<file path="src/rtl/ultrasonido_pkg.sv">
// Shared definitions for the ultrasonic ranger: FSM state encoding,
// default timing constants and a small constant helper.
package ultrasonido_pkg;

  typedef enum logic [2:0] {
    ST_IDLE     = 3'd0,
    ST_TRIGGER  = 3'd1,
    ST_WAIT     = 3'd2,
    ST_WAITECHO = 3'd3,
    ST_DONE     = 3'd4,
    ST_GUARD    = 3'd5
  } state_e;

  localparam int unsigned DEF_CLK_DIV    = 50;
  localparam int unsigned DEF_N_CH       = 2;
  localparam int unsigned DEF_TRIG_US    = 10;
  localparam int unsigned DEF_TW         = 15;
  localparam int unsigned DEF_TIMEOUT_US = 30000;
  localparam int unsigned DEF_GUARD_US   = 60000;
  localparam int unsigned DEF_THRESH_US  = 1000;
  localparam int unsigned DEF_CNT_W      = 8;

  // Largest of three constants; sizes the shared tick counter.
  function automatic int unsigned max3(input int unsigned a,
                                       input int unsigned b,
                                       input int unsigned c);
    int unsigned m;
    m = a;
    if (b > m) m = b;
    if (c > m) m = c;
    return m;
  endfunction

endpackage

</file>
<file path="src/rtl/us_tick_gen.sv">
// Free-running prescaler: emits a one-clk tick every CLK_DIV clk cycles.
module us_tick_gen #(
  parameter int unsigned CLK_DIV = 50
) (
  input  logic clk,
  input  logic rst_n,
  output logic tick
);

  localparam int unsigned PW = (CLK_DIV > 1) ? $clog2(CLK_DIV) : 1;

  logic [PW-1:0] cnt_q, cnt_d;

  assign tick = (cnt_q == PW'(CLK_DIV - 1));

  // Next count: wrap to zero on the tick cycle.
  always_comb begin
    cnt_d = tick ? '0 : cnt_q + PW'(1);
  end

  // Prescaler register.
  always_ff @(posedge clk or negedge rst_n) begin
    if (!rst_n) cnt_q <= '0;
    else        cnt_q <= cnt_d;
  end

endmodule

</file>
<file path="src/rtl/ultrasonic_ranger.sv">
// Round-robin multi-channel ultrasonic ranger. Fires a trigger pulse on
// one channel, times the echo in 1 us ticks, reports the result with a
// one-cycle valid strobe, updates the per-channel near flag and event
// counter, then holds off before moving to the next channel.
//
// Handshake: valid is a one-cycle strobe with no back-pressure; Tiempo,
// canal and timeout_err change only in the cycle valid is high and hold
// their value until the next strobe.
module ultrasonic_ranger
  import ultrasonido_pkg::*;
#(
  parameter int unsigned CLK_DIV    = DEF_CLK_DIV,
  parameter int unsigned N_CH       = DEF_N_CH,
  parameter int unsigned TRIG_US    = DEF_TRIG_US,
  parameter int unsigned TW         = DEF_TW,
  parameter int unsigned TIMEOUT_US = DEF_TIMEOUT_US,
  parameter int unsigned GUARD_US   = DEF_GUARD_US,
  parameter int unsigned THRESH_US  = DEF_THRESH_US,
  parameter int unsigned CNT_W      = DEF_CNT_W
) (
  input  logic                                      clk,
  input  logic                                      rst_n,
  input  logic                                      Enable,
  input  logic [N_CH-1:0]                           Echo,
  output logic [N_CH-1:0]                           Trigger,
  output logic [TW-1:0]                             Tiempo,
  output logic [((N_CH > 1) ? $clog2(N_CH) : 1)-1:0] canal,
  output logic                                      valid,
  output logic                                      timeout_err,
  output logic [N_CH-1:0]                           Led,
  output logic [N_CH*CNT_W-1:0]                     contador_eventos,
  output state_e                                    dbg_state
);

  localparam int unsigned CH_W  = (N_CH > 1) ? $clog2(N_CH) : 1;
  localparam int unsigned MAX_T = max3(TRIG_US, TIMEOUT_US, GUARD_US);
  localparam int unsigned CW    = $clog2(MAX_T + 1);

  logic tick;

  us_tick_gen #(.CLK_DIV(CLK_DIV)) u_tick (
    .clk   (clk),
    .rst_n (rst_n),
    .tick  (tick)
  );

  state_e          state_q, state_d;
  logic [CH_W-1:0] ch_q, ch_d;
  logic [CW-1:0]   tcnt_q, tcnt_d;
  logic [N_CH-1:0] trigger_q, trigger_d;
  logic [TW-1:0]   tiempo_q, tiempo_d;
  logic [CH_W-1:0] canal_q, canal_d;
  logic            valid_q, valid_d;
  logic            terr_q, terr_d;

  logic [N_CH-1:0] echo_s;
  logic [N_CH-1:0] echo_prev;
  logic            echo_cur, rise, fall;
  logic            fin, fin_to, near;
  logic [TW-1:0]   fin_t;

  assign echo_cur = echo_s[ch_q];
  assign rise     = echo_cur & ~echo_prev[ch_q];
  assign fall     = ~echo_cur & echo_prev[ch_q];

  // Next-state, tick counter and result capture for the measurement FSM.
  always_comb begin
    state_d = state_q;
    ch_d    = ch_q;
    tcnt_d  = tcnt_q;
    fin     = 1'b0;
    fin_to  = 1'b0;
    fin_t   = '0;
    case (state_q)
      ST_IDLE: begin
        if (tick && Enable) begin
          state_d = ST_TRIGGER;
          tcnt_d  = '0;
        end
      end
      ST_TRIGGER: begin
        if (tick) begin
          if (tcnt_q == CW'(TRIG_US - 1)) begin
            state_d = ST_WAIT;
            tcnt_d  = '0;
          end else begin
            tcnt_d = tcnt_q + CW'(1);
          end
        end
      end
      ST_WAIT: begin
        // An echo already high on entry has echo_prev set, so it never
        // looks like a rising edge here.
        if (rise) begin
          state_d = ST_WAITECHO;
          // The first high cycle is spent here; count its tick too.
          tcnt_d  = tick ? CW'(1) : '0;
        end else if (tick) begin
          if (tcnt_q == CW'(TIMEOUT_US - 1)) begin
            state_d = ST_DONE;
            fin     = 1'b1;
            fin_to  = 1'b1;
          end else begin
            tcnt_d = tcnt_q + CW'(1);
          end
        end
      end
      ST_WAITECHO: begin
        if (fall) begin
          state_d = ST_DONE;
          fin     = 1'b1;
          fin_t   = TW'(tcnt_q);
        end else if (tick && echo_cur) begin
          if (tcnt_q == CW'(TIMEOUT_US - 1)) begin
            state_d = ST_DONE;
            fin     = 1'b1;
            fin_to  = 1'b1;
            fin_t   = TW'(TIMEOUT_US);
          end else begin
            tcnt_d = tcnt_q + CW'(1);
          end
        end
      end
      ST_DONE: begin
        state_d = ST_GUARD;
        tcnt_d  = '0;
      end
      ST_GUARD: begin
        if (tick) begin
          if (tcnt_q == CW'(GUARD_US - 1)) begin
            ch_d    = (ch_q == CH_W'(N_CH - 1)) ? '0 : ch_q + CH_W'(1);
            tcnt_d  = '0;
            state_d = Enable ? ST_TRIGGER : ST_IDLE;
          end else begin
            tcnt_d = tcnt_q + CW'(1);
          end
        end
      end
      default: begin
        state_d = ST_IDLE;
        tcnt_d  = '0;
      end
    endcase

    near = ~fin_to && (fin_t < TW'(THRESH_US));

    trigger_d = '0;
    if (state_d == ST_TRIGGER) trigger_d[ch_d] = 1'b1;

    valid_d  = fin;
    tiempo_d = fin ? fin_t  : tiempo_q;
    canal_d  = fin ? ch_q   : canal_q;
    terr_d   = fin ? fin_to : terr_q;
  end

  // FSM and registered result outputs.
  always_ff @(posedge clk or negedge rst_n) begin
    if (!rst_n) begin
      state_q   <= ST_IDLE;
      ch_q      <= '0;
      tcnt_q    <= '0;
      trigger_q <= '0;
      tiempo_q  <= '0;
      canal_q   <= '0;
      valid_q   <= 1'b0;
      terr_q    <= 1'b0;
    end else begin
      state_q   <= state_d;
      ch_q      <= ch_d;
      tcnt_q    <= tcnt_d;
      trigger_q <= trigger_d;
      tiempo_q  <= tiempo_d;
      canal_q   <= canal_d;
      valid_q   <= valid_d;
      terr_q    <= terr_d;
    end
  end

  for (genvar k = 0; k < N_CH; k++) begin : g_ch
    logic             s1_q, s2_q, prev_q;
    logic             led_q, led_d;
    logic [CNT_W-1:0] cnt_q, cnt_d;
    logic             upd;

    // Near flag and saturating near-zone entry counter for this channel;
    // a timed-out measurement leaves both untouched.
    always_comb begin
      upd   = fin && ~fin_to && (ch_q == CH_W'(k));
      led_d = upd ? near : led_q;
      cnt_d = cnt_q;
      if (upd && near && ~led_q && (cnt_q != '1)) cnt_d = cnt_q + CNT_W'(1);
    end

    // Two-flop echo synchroniser plus one delayed copy for edge detection.
    always_ff @(posedge clk or negedge rst_n) begin
      if (!rst_n) begin
        s1_q   <= 1'b0;
        s2_q   <= 1'b0;
        prev_q <= 1'b0;
        led_q  <= 1'b0;
        cnt_q  <= '0;
      end else begin
        s1_q   <= Echo[k];
        s2_q   <= s1_q;
        prev_q <= s2_q;
        led_q  <= led_d;
        cnt_q  <= cnt_d;
      end
    end

    assign echo_s[k]    = s2_q;
    assign echo_prev[k] = prev_q;
    assign Led[k]       = led_q;
    assign contador_eventos[k*CNT_W +: CNT_W] = cnt_q;
  end

  assign Trigger     = trigger_q;
  assign Tiempo      = tiempo_q;
  assign canal       = canal_q;
  assign valid       = valid_q;
  assign timeout_err = terr_q;
  assign dbg_state   = state_q;

endmodule

</file>
<file path="config.mk">
export PLATFORM = sky130hd
export DESIGN_NAME = ultrasonic_ranger
export DESIGN_NICKNAME = d
export VERILOG_FILES = /design/src/rtl/ultrasonido_pkg.sv /design/src/rtl/us_tick_gen.sv /design/src/rtl/ultrasonic_ranger.sv
export SDC_FILE = /design/constraint.sdc
export NUM_CORES = 1
export LEC_CHECK = 0
export BUFFER_PORTS_ARGS = -buffer_cell sky130_fd_sc_hd__buf_4
export CAP_MARGIN = 20
export CORE_ASPECT_RATIO = 1.4
export CORE_MARGIN = 3
export CORE_UTILIZATION = 52
export DETAILED_ROUTE_END_ITERATION = 7
export HOLD_SLACK_MARGIN = 0.1
export PLACE_DENSITY_LB_ADDON = 0.3
export SYNTH_ARGS = -nofsm -noshare
export SYNTH_HDL_FRONTEND = slang
export SYNTH_SLANG_ARGS = --single-unit
</file>
<file path="constraint.sdc">
create_clock -name clk -period 1.9 [get_ports clk]
set_input_delay 0.095 -clock clk [delete_from_list [all_inputs] [get_ports clk]]
set_output_delay 0.095 -clock clk [all_outputs]
set_load 0.05 [all_outputs]
</file>
; Word-level counts from Yosys, hierarchy flattened
; Index checks and enable logic that the tools add are counted.
[totals]
wordCells = 117
out_inout_bits = 41
inputBits = 5
reg_bits = 70
[classes]
reduce_logical = 15
addsub = 5
n_lt_le_gt_ge = 4
n_eq_ne = 18
bitwise = 8
mux = 48
[op_table]
columns = cell, count
row1 = 16-bit two-way mux, 10
row2 = 16-bit one-hot mux with 5 select lines, 1
row3 = 15-bit two-way mux, 4
row4 = 3-bit two-way mux, 10
row5 = 3-bit one-hot mux with 6 select lines, 1
row6 = 1-bit two-way mux, 17
row7 = "16-bit by 1-bit adder with 16-bit output, second input constant", 1
row8 = "8-bit by 1-bit adder with 8-bit output, second input constant", 2
row9 = "16-bit by 15-bit equality test with 1-bit output, second input constant", 1
row10 = "16-bit equality test, second input constant", 1
row11 = "16-bit by 4-bit equality test with 1-bit output, second input constant", 1
row12 = "8-bit inequality test, second input constant", 2
row13 = "15-bit by 10-bit less-than comparator with 1-bit output, second input constant", 1
row14 = 1-bit logical AND, 13
row15 = "2-bit inequality test, second input constant", 5
row16 = "6-bit by 1-bit adder with 6-bit output, second input constant", 1
row17 = "3-bit by 1-bit equality test with 1-bit output, second input constant", 2
row18 = "3-bit by 2-bit equality test with 1-bit output, second input constant", 2
row19 = "3-bit equality test, second input constant", 2
row20 = "6-bit equality test, second input constant", 1
row21 = 6-bit two-way mux, 1
row22 = 1-bit NOT, 6
row23 = 6-bit AND reduction, 1
row24 = "1-bit by 2-bit less-than comparator with 1-bit output, second input constant", 2
row25 = other kinds (8), 10

; Longest topological paths before layout
[logic_depth]
ltp_word = 12
mapped_depth = 10
ltp_nobuf = 9

; Hierarchy
; A second synthesis with hierarchy kept.
[hier_totals]
hier_cells = 365
hier_area_um2 = 3766.1
[by_module_without_submodules]
columns = mod, instances, cells_each, area_each_um2
row1 = ultrasonic_ranger, 1, 340, 3489.6
row2 = us_tick_gen, 1, 25, 276.5

; Least setup slack after synthesis
; No wires, ideal clock.
[synth_path]
path_type = reg2reg
from = register state_q[0] (netlist: dbg_state[0])
to = register g_ch[1].cnt_q[1]
stages_incl_launch_ff = 8
path_slack_ns = -0.532
path_buffers = 2
arrival_time_ns = 2.307
required_time_ns = 1.775
setup_ns = 0.125
path_cell_list = dfrtp_1 -> buf_2 -> and3b_1 -> o21a_1 -> buf_4 -> nand2_1 -> nor3_2 -> mux2_2
[synth_between]
elab_chain_len = 8
[synth_rtl]
columns = element, line
row1 = from (decl), ultrasonic_ranger.sv:47  ; state_e state_q, state_d;
row2 = from (signal assigned), ultrasonic_ranger.sv:168  ; state_q <= state_d;
row3 = branches (longest 5 deep; another with 15-bit by 10-bit less-than comparator with 1-bit output), --
row4 = 1-bit logical AND (*) (3 in series), ultrasonic_ranger.sv:191  ; if (upd && near && ~led_q && (cnt_q != '1)) cnt_d = cnt_q + CNT_W'(1);
row5 = to (signal assigned), ultrasonic_ranger.sv:207  ; cnt_q <= cnt_d;
row6 = to (decl), ultrasonic_ranger.sv:182  ; logic [CNT_W-1:0] cnt_q, cnt_d;
; Mark *: on every way between the ends.
; A chain may end at the register's enable or synchronous reset.

; Worst setup path after layout
[layout_path]
from = register g_ch[0].s2_q
to = register tcnt_q[12]
[layout_between]
elab_chain_len = 6
[layout_rtl]
columns = element, line
row1 = from (decl), ultrasonic_ranger.sv:180  ; logic s1_q, s2_q, prev_q;
row2 = from (signal assigned), ultrasonic_ranger.sv:204  ; s2_q <= s1_q;
row3 = 1-bit two-way mux (implied by the code) (*) (2 in series), ultrasonic_ranger.sv:62  ; assign echo_cur = echo_s[ch_q];
row4 = 1-bit NOT, ultrasonic_ranger.sv:64  ; assign fall = ~echo_cur & echo_prev[ch_q];
row5 = 1-bit bitwise AND, ultrasonic_ranger.sv:64
row6 = 2-bit inequality test (no source line), --
row7 = 6-bit AND reduction (no source line), --
row8 = to (signal assigned), ultrasonic_ranger.sv:170  ; tcnt_q <= tcnt_d;
row9 = to (decl), ultrasonic_ranger.sv:49  ; logic [CW-1:0] tcnt_q, tcnt_d;
; Every way passes the cells marked *; elsewhere a longest branch is shown, timed or not. The select of a mux whose other input is x is not followed.

==> flow_metrics.env <==
export IMPL_synth_top_family_by_area="simple AND/OR/NAND/NOR gates"
export IMPL_switching_share=0.2337
export IMPL_max_freq_mhz=457.8
export IMPL_synth_edf_count=0
export IMPL_drt_wl_total_um=11330
export IMPL_avgSynthCellArea_um2=10.03
export IMPL_wl_per_cell_um=18.98
export IMPL_hold_viol=0
export IMPL_finalClockSkew_ps=11.37
export IMPL_vias=3636
export IMPL_synth_flop_cell="dfrtp_1"
export IMPL_hold_ws_ps=180.5
export IMPL_syn_to_final_growth_pct=45.67
export IMPL_max_stage_delay_ps=510
export IMPL_synth_mux_area_frac=0.03163
export IMPL_grt_pass1_vias=3463
export IMPL_crit_path_top_delay_cell="or4b_1"
export IMPL_critPathTopFamily="simple AND/OR/NAND/NOR gates"
export IMPL_min_period_ps=2184
export IMPL_met2_usage=0.4698
export IMPL_grt_pass1_wl_um=16690
export IMPL_cts_tree="built"
export IMPL_p_switching_mw=0.6646
export IMPL_yosys_area_share_xor_xnor=0.05596
export IMPL_initial_core_util=0.5408
export IMPL_arrival_ps=2460
export IMPL_gp_congestion=0.9261
export IMPL_pwr_share_clk=0.431
export IMPL_reg2reg_from="g_ch[0].s2_q"
export IMPL_instances_no_fill=597
export IMPL_finalSetupViolCount=36
export IMPL_post_drt_via_cell_ratio=6.090
export IMPL_drv_slew=0
export IMPL_yosysUniqueCellTypes=68
export IMPL_synth_area_um2=3600
export IMPL_power_share_sequential=0.530
export IMPL_die_y_um=104.4
export IMPL_cts_clk_slew_worst_paths_ps=80
export IMPL_cts_buffers=9
export IMPL_cp_required_ps=2180
export IMPL_fin_ws_ps=-284.4
export IMPL_r2r_end="tcnt_q[12]"
export IMPL_yosysMostFrequentCell="dfrtp_1"
export IMPL_diodes=0
export IMPL_gr_usage_met3=0.04419
export IMPL_drt_iter0_drc=280
export IMPL_postLayoutCoreUtil=0.7878
export IMPL_rrSetupSlack_ps=-280
export IMPL_grt_start_max_net_pins=48
export IMPL_coreArea_um2=6656
export IMPL_path_buf_inv=0
export IMPL_ys_top_cells_by_count="dfrtp_1 (70), nand2_1 (38), nor2_1 (31)"
export IMPL_ys_seq_area_frac=0.4866
export IMPL_cts_root_buf="clkbuf_8"
export IMPL_p_leak_nw=2.535
export IMPL_synth_nets=370
export IMPL_cp_cell_sequence="mux2_4, nand4_1, a221oi_2, nand2_1, or4b_1, a21oi_1"
export IMPL_register_area_um2=1760
export IMPL_place_ws_ps=-236.6
export IMPL_nFillCells=378
export IMPL_worstSetupPathType="flop to flop"
export IMPL_design_area_um2=5244
export IMPL_cts_path_max_buffers=2
export IMPL_top_usage_layer="met2"
export IMPL_num_rows=35
export IMPL_ys_ff_latch=70
export IMPL_cts_sinks=70
export IMPL_start_kind="flop"
export IMPL_vdd_ir_drop_max_mv=0.7751
export IMPL_drv_cap=0
export IMPL_use_met1=0.3020
export IMPL_r2r_cells=6
export IMPL_synth_top_area_cell="dfrtp_1"
export IMPL_violations="setup timing"
export IMPL_synthTopCellsByArea="dfrtp_1 (49%), xnor2_1 (4.1%), nand2_1 (4.0%)"
export IMPL_async_flop_share=1.000
export IMPL_ios=46
export IMPL_syn_inst=359
export IMPL_rsz0062_at_grt="yes"
export IMPL_cp_max_fo=6
export IMPL_place_area_um2=4599
export IMPL_drive_gt1_frac=0.4554
export IMPL_synth_compound_area_frac=0.1401
export IMPL_pwr_share_comb=0.039
export IMPL_internal_power_mw=2.179
export IMPL_cp_end_kind="flop"
export IMPL_min_path_type="input pin to asynchronous set/reset pin"
export IMPL_worst_pin_slew_ps=540.9
export IMPL_drc_errors=0
export IMPL_clk_insertion_delay_late_ps=360
export IMPL_hpwl_um=6958
export IMPL_gr_total_overflow=0
export IMPL_cts_htree_levels=3
export IMPL_synth_top_area_frac=0.4866
export IMPL_multiInputGateArea_um2=1973
export IMPL_fin_nets=511
export IMPL_yosysWarnings=0
export IMPL_antenna_found_initial=0
export IMPL_power_density_nw_per_um2=542.2
export IMPL_final_setup_tns_ps=-4627
export IMPL_maxSlewHeadroom=0.6381
export IMPL_grt_usage=0.2616
export IMPL_antenna_left=0
export IMPL_min_period_over_period=1.150
export IMPL_status="complete, but fails checks"
export IMPL_synth_simple_area_share=0.2235
export IMPL_io_buffers=45
export IMPL_drt_pass1_iter_count=5
export IMPL_dieArea_um2=7971
export IMPL_synth_adder_area_share=0.02086
export IMPL_total_power_mw=2.843
export IMPL_placed_cells=553
export IMPL_die_w_um=76.32
[worst register-to-register path: stages (launching register included)]
cell and delay [ps]:
dfrtp_1 500, mux2_4 250, nand4_1 160, a221oi_2 390, nand2_1 160, or4b_1 510, a21oi_1 140
[state kept, by name, summed over array words and instances (netlist names)]
register / count
g_ch.led_q: 2
canal: 1
dbg_state: 3
g_ch.prev_q: 2
tcnt_q: 16
g_ch.s1_q: 2
g_ch.s2_q: 2
ch_q: 1
valid: 1
g_ch.cnt_q: 16
timeout_err: 1
u_tick.cnt_q: 6
Trigger: 2
Tiempo: 15
[layer usage]
metal	wire length (um)	vias to the layer above
met5	0	-
met4	502	0
met3	727	67
met2	5923	207
met1	4176	1788
li1	-	1574
[power groups by stage]
stage / Sequential, mW / Combinational (mW) / Clock (mW)
floorplan: 1.53 / 0.0297 / 0
global placement: 1.53 / 0.0903 / 0
detailed placement: 1.53 / 0.0917 / 0
CTS: 1.51 / 0.104 / 1.21
global route: 1.51 / 0.122 / 1.29
finish: 1.51 / 0.112 / 1.22
[layout make-up]
cell class                 instances  area share
clock buffer                      10     0.02625
inverter                          13    0.009306
clock inverter                     6     0.01169
sequential                        70      0.3357
multi-input combinational        258      0.3763
tap                               92     0.02195
timing repair buffer             148      0.2188
[cells by family (layout without fill, tap and decap cells)]
family                   Yosys count  in the layout
AO/OA/AOI/OAI                     72             72
XOR/XNOR                          23             23
adder cells (fa/ha/maj)            6              6
buffers and inverters             31            177
flip-flops                        70             70
multiplexers                       8              8
AND/OR/NAND/NOR                  149            149
[placed cells by master, fill, tap and decap left out, types with 3 or more instances in the layout]
master           n
a22o_1           6
nand2_1         36
clkbuf_8        10
clkinv_2         3
buf_6            5
a21oi_1          7
or4_4            3
xor2_1           6
nor4_4           3
o21ai_1          6
buf_4          138
a31oi_1          3
a21oi_2          5
inv_1           12
nand4_1         16
ha_1             5
and3_1           4
o21ai_0         17
nor3_1           3
nand3_1         14
nor2b_1          3
dfrtp_2          7
nor2_1          29
dfrtp_1         63
dlygate4sd3_1    3
xnor2_1         16
[how the worst max path moves through the flow]
stage | end | startpoint | cells after the start | slack, ps
2_1_floorplan | g_ch[0].cnt_q[5] | dbg_state[0] | 8 | -130
3_3_place_gp | Tiempo[10] | tcnt_q[4] | 7 | -170
3_5_place_dp | tcnt_q[11] | u_tick.cnt_q[1] | 9 | -240
4_1_cts | tcnt_q[11] | u_tick.cnt_q[1] | 9 | -220
5_1_grt | tcnt_q[12] | u_tick.cnt_q[1] | 8 | -350
6_report | tcnt_q[12] | g_ch[0].s2_q | 6 | -280
[what timing repair did]
action                                  in CTS  in global routing
endpoints found under the setup margin      48                 51
setup buffers                               15                  9
hold buffers                                 3                  0
resized for setup                           38                 20
hold endpoints to repair                    72                  0
pin swaps                                   16                  9
gates cloned                                 1                  0
No activity file was read; power rests on OpenSTA's default activity.
